--- src/rtl/radar_target_emulator.sv ---
// radar_target_emulator
// Target-side end of the ARTAU radar link. A rising edge on radar_pulse_trigger
// launches a round-trip flight for the modelled range; radar_echo is returned
// once the flight time has elapsed. After every echo the range closes by
// closing_speed, saturating at zero.
// Optional build macro: ECHO_JITTER_EN adds 0..3 LFSR-driven extra flight cycles.
//
// state  | meaning
// IDLE   | waiting for a trigger rise; range may be loaded
// FLIGHT | accumulating light travel until it covers the round trip
// ECHO   | driving radar_echo for ECHO_WIDTH cycles, then closing the range
module radar_target_emulator #(
  parameter int unsigned CYCLE_METERS = 300,
  parameter int unsigned MAX_RANGE    = 150000,
  parameter int unsigned ECHO_WIDTH   = 1
) (
  input  logic        CLK,
  input  logic        RST,
  input  logic        radar_pulse_trigger,
  input  logic        target_present,
  input  logic [31:0] initial_range,
  input  logic        load_range,
  input  logic [31:0] closing_speed,
  output logic        radar_echo,
  output logic [31:0] current_range,
  output logic        busy,
  output logic        pulse_ignored,
  output logic [1:0]  emu_state
);

  typedef enum logic [1:0] {
    S_IDLE    = 2'b00,
    S_FLIGHT  = 2'b01,
    S_ECHO    = 2'b10,
    S_ILLEGAL = 2'b11
  } state_t;

  localparam int unsigned WCW = (ECHO_WIDTH > 1) ? $clog2(ECHO_WIDTH) : 1;
  localparam logic [WCW-1:0] WC_LOAD = WCW'(ECHO_WIDTH - 1);
  localparam logic [33:0] STEP = 34'(CYCLE_METERS);

  state_t          state_q, state_d;
  logic            trig_dly_q, trig_dly_d;
  logic [31:0]     range_q, range_d;
  logic [32:0]     rt_q, rt_d;
  logic [33:0]     acc_q, acc_d;
  logic [WCW-1:0]  wcnt_q, wcnt_d;
  logic            echo_q, echo_d;
  logic            ign_q, ign_d;
  logic            rise;

`ifdef ECHO_JITTER_EN
  logic [7:0]      lfsr_q, lfsr_d, lfsr_nxt;
  logic [1:0]      jit_q, jit_d;
`endif

  assign rise = radar_pulse_trigger & ~trig_dly_q;

`ifdef ECHO_JITTER_EN
  // Fibonacci LFSR, taps 8,6,5,4.
  assign lfsr_nxt = {lfsr_q[6:0], lfsr_q[7] ^ lfsr_q[5] ^ lfsr_q[4] ^ lfsr_q[3]};
`endif

  // Next-state and datapath updates for the echo FSM.
  always_comb begin
    state_d    = state_q;
    trig_dly_d = radar_pulse_trigger;
    range_d    = range_q;
    rt_d       = rt_q;
    acc_d      = acc_q;
    wcnt_d     = wcnt_q;
    ign_d      = rise && (state_q != S_IDLE);
`ifdef ECHO_JITTER_EN
    lfsr_d     = lfsr_q;
    jit_d      = jit_q;
`endif

    case (state_q)
      S_IDLE: begin
        // A load in the same cycle as a rise swallows that rise.
        if (load_range) begin
          range_d = initial_range;
        end else if (rise && target_present && (range_q <= MAX_RANGE)) begin
          rt_d    = {range_q, 1'b0};
          acc_d   = '0;
          state_d = S_FLIGHT;
`ifdef ECHO_JITTER_EN
          lfsr_d  = lfsr_nxt;
          jit_d   = lfsr_nxt[1:0];
`endif
        end
      end
      S_FLIGHT: begin
`ifdef ECHO_JITTER_EN
        if (jit_q != 2'd0) begin
          jit_d = jit_q - 2'd1;
        end else
`endif
        if (acc_q >= {1'b0, rt_q}) begin
          state_d = S_ECHO;
          wcnt_d  = WC_LOAD;
        end else begin
          acc_d = acc_q + STEP;
        end
      end
      S_ECHO: begin
        if (wcnt_q == '0) begin
          state_d = S_IDLE;
          range_d = (range_q > closing_speed) ? (range_q - closing_speed) : '0;
        end else begin
          wcnt_d = wcnt_q - WCW'(1);
        end
      end
      default: begin
        state_d = S_IDLE;
      end
    endcase

    echo_d = (state_d == S_ECHO);
  end

  // State and datapath registers; reset clears everything at once.
  always_ff @(posedge CLK or posedge RST) begin
    if (RST) begin
      state_q    <= S_IDLE;
      trig_dly_q <= 1'b0;
      range_q    <= '0;
      rt_q       <= '0;
      acc_q      <= '0;
      wcnt_q     <= '0;
      echo_q     <= 1'b0;
      ign_q      <= 1'b0;
`ifdef ECHO_JITTER_EN
      lfsr_q     <= 8'hA5;
      jit_q      <= '0;
`endif
    end else begin
      state_q    <= state_d;
      trig_dly_q <= trig_dly_d;
      range_q    <= range_d;
      rt_q       <= rt_d;
      acc_q      <= acc_d;
      wcnt_q     <= wcnt_d;
      echo_q     <= echo_d;
      ign_q      <= ign_d;
`ifdef ECHO_JITTER_EN
      lfsr_q     <= lfsr_d;
      jit_q      <= jit_d;
`endif
    end
  end

  assign radar_echo    = echo_q;
  assign current_range = range_q;
  assign busy          = (state_q != S_IDLE);
  assign pulse_ignored = ign_q;
  assign emu_state     = state_q;

endmodule
--- config.mk ---
export PLATFORM = sky130hd
export DESIGN_NAME = radar_target_emulator
export DESIGN_NICKNAME = d
export VERILOG_FILES = /design/src/rtl/radar_target_emulator.sv
export SDC_FILE = /design/constraint.sdc
export NUM_CORES = 1
export LEC_CHECK = 0
export CAP_MARGIN = 5
export CORE_MARGIN = 1
export CORE_UTILIZATION = 29
export CTS_CLUSTER_DIAMETER = 60
export DETAILED_ROUTE_END_ITERATION = 8
export PLACE_DENSITY = 0.54
export REMOVE_ABC_BUFFERS = 1
export SYNTH_ARGS = -nofsm -noshare
export SYNTH_HDL_FRONTEND = slang
export SYNTH_SLANG_ARGS = --single-unit
--- constraint.sdc ---
create_clock -name CLK -period 4.4 [get_ports CLK]
set_input_delay 1.1 -clock CLK [delete_from_list [all_inputs] [get_ports CLK]]
set_output_delay 1.1 -clock CLK [all_outputs]
set_load 0.1 [all_outputs]
==> results by group, run 1 <==
CTS
  • CTS sink count: 101
  • CTS tree: built
  • Post-CTS setup buffer count: 0
  • CTS resizes: 0
  • CTS Hold Buffers Added: 0
  • Clk Latency, worst-skew pair: roughly 0.36 ns
  • CTS Buf Count: 9
  • Max Root-Sink Buffers: 2
  • CTS root buf: clkbuf_16
  • H-tree lvl count: 3
  • CTS clk-pin slew, worst paths: 0.08 ns

Placement
  • Detailed placement HPWL: 15.4 mm
  • Port bufs: 105
  • Final Wtd Congestion: roughly 0.90
  • Inst Count DP: 1242

GRT
  • Initial antenna violation count: 0
  • Tot GR Track Use: 16.4%
  • First-pass GRT wire length: 33.2 mm
  • Largest net degree at the start of global routing: 44
  • Number of global-route vias before repair: 6243
  • GR Overflow Total: 0

Final layout
  • P&R area growth vs syn: 25.8%
  • Non-Filler Instances: approximately 1300
  • Layout cell share with drive strength beyond 1: 8.96%
  • Nets: about 1100
  • Fillers: 2425
  • Ant diodes: 0

Drt
  • WL/cell: roughly 16 um
  • DRT Pass-1 Iters: 4
  • Via density: 5.03
  • Final WL: ~20 mm
  • Vias: 6326
  • Remaining DRCs: 0
  • Initial DRC Count: between 300 and 400
  • Antenna viol nets, final: 0

Floorplanning
  • I/O pin cnt: 106
  • Core area: between 0.02 and 0.025 sq mm
  • Die ar.: between 0.02 and 0.03 sq mm
  • Die X-Extent: 159 um
  • Cell Rows: 56
  • Die Span Y: around 160 um
  • Initial core utilization: 30.0%

Yosys
  • Post-synth top flop: dfrtp_1
  • Unique cell type count in the Yosys netlist: 67
  • Number of synthesis warnings: 0
  • Number of synthesized flops with an enable pin: 0
  • Synth Instances: 816
  • Mapped Area: ~0.007 sq mm
  • Cell accounting for the most synthesized area: dfrtp_1
  • Avg Inst Size Synth: 8.73 sq um
  • Post-synthesis sequential area ratio: 35.5%
  • Asr flop ratio synth: 100%
  • Top post-synthesis cells by area: dfrtp_1 35%, ha_1 11%, o21ai_0 6.1%
  • Post-synthesis register bit count: 101
  • Area share of the largest cell type after synthesis: 35.5%

Job
  • Max-cap violations: 0

Setup path
  • Crit path max fanout: 16
  • Arr. time, crit path: 4.14 ns
  • WS Path Type: in2reg
  • Crit end category: register
  • Startpoint types: input port
  • Worst EP required: 4.67 ns

Timing
  • RSZ-0062 raised after global routing: no
  • Worst Tran Pin Value: around 1.1 ns
  • Fmax: 258 MHz
  • Worst slew margin: 29.4%
  • Final hold slack: 0.414 ns
  • Pins Over Slew Limit: 0
  • Final hold viol count: 0
  • Crit share post-route: 88.0%
  • Clk_skew: 0.0188 ns
  • Final setup fails: 0
  • Fin Setup TNS: 0 ns
  • Minimum clock period after layout: about 3.9 ns

Power
  • Comb pwr share: 15.5%
  • Switching share of power: 27.0%
  • PD cells: 225 mW/mm^2
  • Peak VDD IR: 154 uV
  • Flop pwr share: a little under half
  • P_leak: 4.12 nW
  • Internal cell power: ~1.5 mW
  • Psw: 0.545 mW
  • Clock share of power: a little under two fifths

Hold path
  • Hold WC Path Type: reg2reg

Outcome
  • Run status: finished, final reports clean
[cells in the mapped netlist, drive strengths merged, types with 2 or more instances]
cell / instances
nand2: 61
o21a: 8
nand3: 13
o41ai: 3
o21ai: 92
nor3b: 11
a22o: 2
nor2b: 3
a21o: 39
a221oi: 2
xnor2: 17
buf: 9
nor2: 38
dfrtp: 101
a22oi: 19
mux2: 16
and2: 9
inv: 80
or3: 2
o21bai: 6
nor4: 8
and3: 7
clkbuf: 26
a211oi: 4
and4: 3
o211ai: 3
a211o: 2
nor3: 8
nand4: 20
xor2: 11
a21oi: 57
a31oi: 24
nand2b: 8
o31ai: 18
ha: 64
[state kept, by name, indices dropped and copies added (netlist names)]
register and count:
acc_q 32, current_range 32, emu_state 2, pulse_ignored 1, radar_echo 1, rt_q 32
trig_dly_q 1
[power groups by stage]
stage          Sequential [mW]  Combinational [mW]  Clock (mW)
3_5_place_dp             0.961               0.313           0
3_3_place_gp             0.961               0.313           0
2_1_floorplan             1.00               0.135           0
6_report                 0.943               0.312       0.761
5_1_grt                  0.944               0.340       0.810
4_1_cts                  0.943               0.314       0.780
[metrics by stage]
step | utilization (%) | area, sq um | worst slack [ns] | power [mW]
after floorplan | - | 6940 | 0.631 | 1.14
after global placement | 36.6 | 8700 | 0.173 | 1.27
after detailed placement | 36.6 | 8700 | 0.167 | 1.27
after CTS | 37.7 | 8960 | 0.513 | 2.04
after global routing | 37.7 | 8960 | 0.250 | 2.09
final | 37.7 | 8960 | 0.529 | 2.02
[layout by cell type, fill, tap and decap left out, types with 12 or more instances in the layout]
cell	instances
nor2_1	38
o21ai_0	87
ha_1	64
nand4_1	20
o31ai_1	18
nand2_1	61
mux2_2	16
a31oi_1	24
a22oi_1	19
a21oi_1	54
dfrtp_1	101
xnor2_1	17
clkdlybuf4s50_1	103
inv_1	79
a21o_1	39
buf_4	39
nand3_1	12
[area by class of cell]
| cell class | count | area [sq um] | share of cell area (%) |
|---|---|---|---|
| clock inverter | 4 | 25.0 | 0.279 |
| multi-input combinational | 599 | 4120 | 46.0 |
| timing repair buffer | 143 | 1340 | 15.0 |
| clock buffer | 11 | 243 | 2.71 |
| inverter | 80 | 303 | 3.38 |
| sequential | 101 | 2530 | 28.2 |
| tap | 319 | 399 | 4.45 |
[logic make-up (layout without fill, tap and decap cells)]
| kind of cell | Yosys count | in the layout | share of synthesized area (%) |
|---|---|---|---|
| compound gates | 291 | 291 | 25.8 |
| simple gates | 199 | 199 | 14.4 |
| buf+inv | 116 | 238 | 6.85 |
| flops | 101 | 101 | 35.5 |
| fa+ha+maj | 65 | 65 | 11.5 |
| xor+xnor | 28 | 28 | 3.44 |
| mux | 16 | 16 | 2.53 |
[worst paths after layout]
kind | startpoint | endpoint | slack [ns] | depth (start not counted)
worst max register to register | current_range[9] | acc_q[30] | 1.08 | 9
min in group asynchronous | RST | acc_q[33] | 1.17 | 2
worst min register to register | trig_dly_q | pulse_ignored | 0.41 | 1
worst max-delay path | closing_speed[23] | current_range[2] | 0.53 | 12
max in group asynchronous | RST | current_range[14] | 2.53 | 3
worst min-delay path | trig_dly_q | pulse_ignored | 0.41 | 1
[metal layers]
layer  share of wire [%]  global-route usage (%)  wire [um]  vias up
li1                    -                       -          -     3191
met4                 1.2                    4.46        240        0
met2                  47                    26.4       9550       98
met3                 3.1                    2.30        640       17
met5                   0                       0          0        -
met1                  49                    22.8       9890     3020
[worst max-delay path, stage by stage]
cell	delay (ns)
clkdlybuf4s50_1	0.45
inv_1	0.04
ha_1	0.37
nand2_1	0.10
o21a_1	0.22
o221a_2	0.27
o211ai_1	0.16
a21oi_1	0.14
a21oi_2	0.76
buf_4	0.28
a22oi_1	0.08
o21ai_0	0.16
Note: power is estimated with default switching activity, not from simulation.
==> inputs of run 2 (changes only) <==
--- a/config.mk
+++ b/config.mk
@@ -5,7 +5,6 @@
 export SDC_FILE = /design/constraint.sdc
 export NUM_CORES = 1
 export LEC_CHECK = 0
-export CAP_MARGIN = 5
 export CORE_MARGIN = 1
 export CORE_UTILIZATION = 29
 export CTS_CLUSTER_DIAMETER = 60
==> results of run 2 <==
Same layout as run 1: the final DEF is identical, and so are final timing and power.
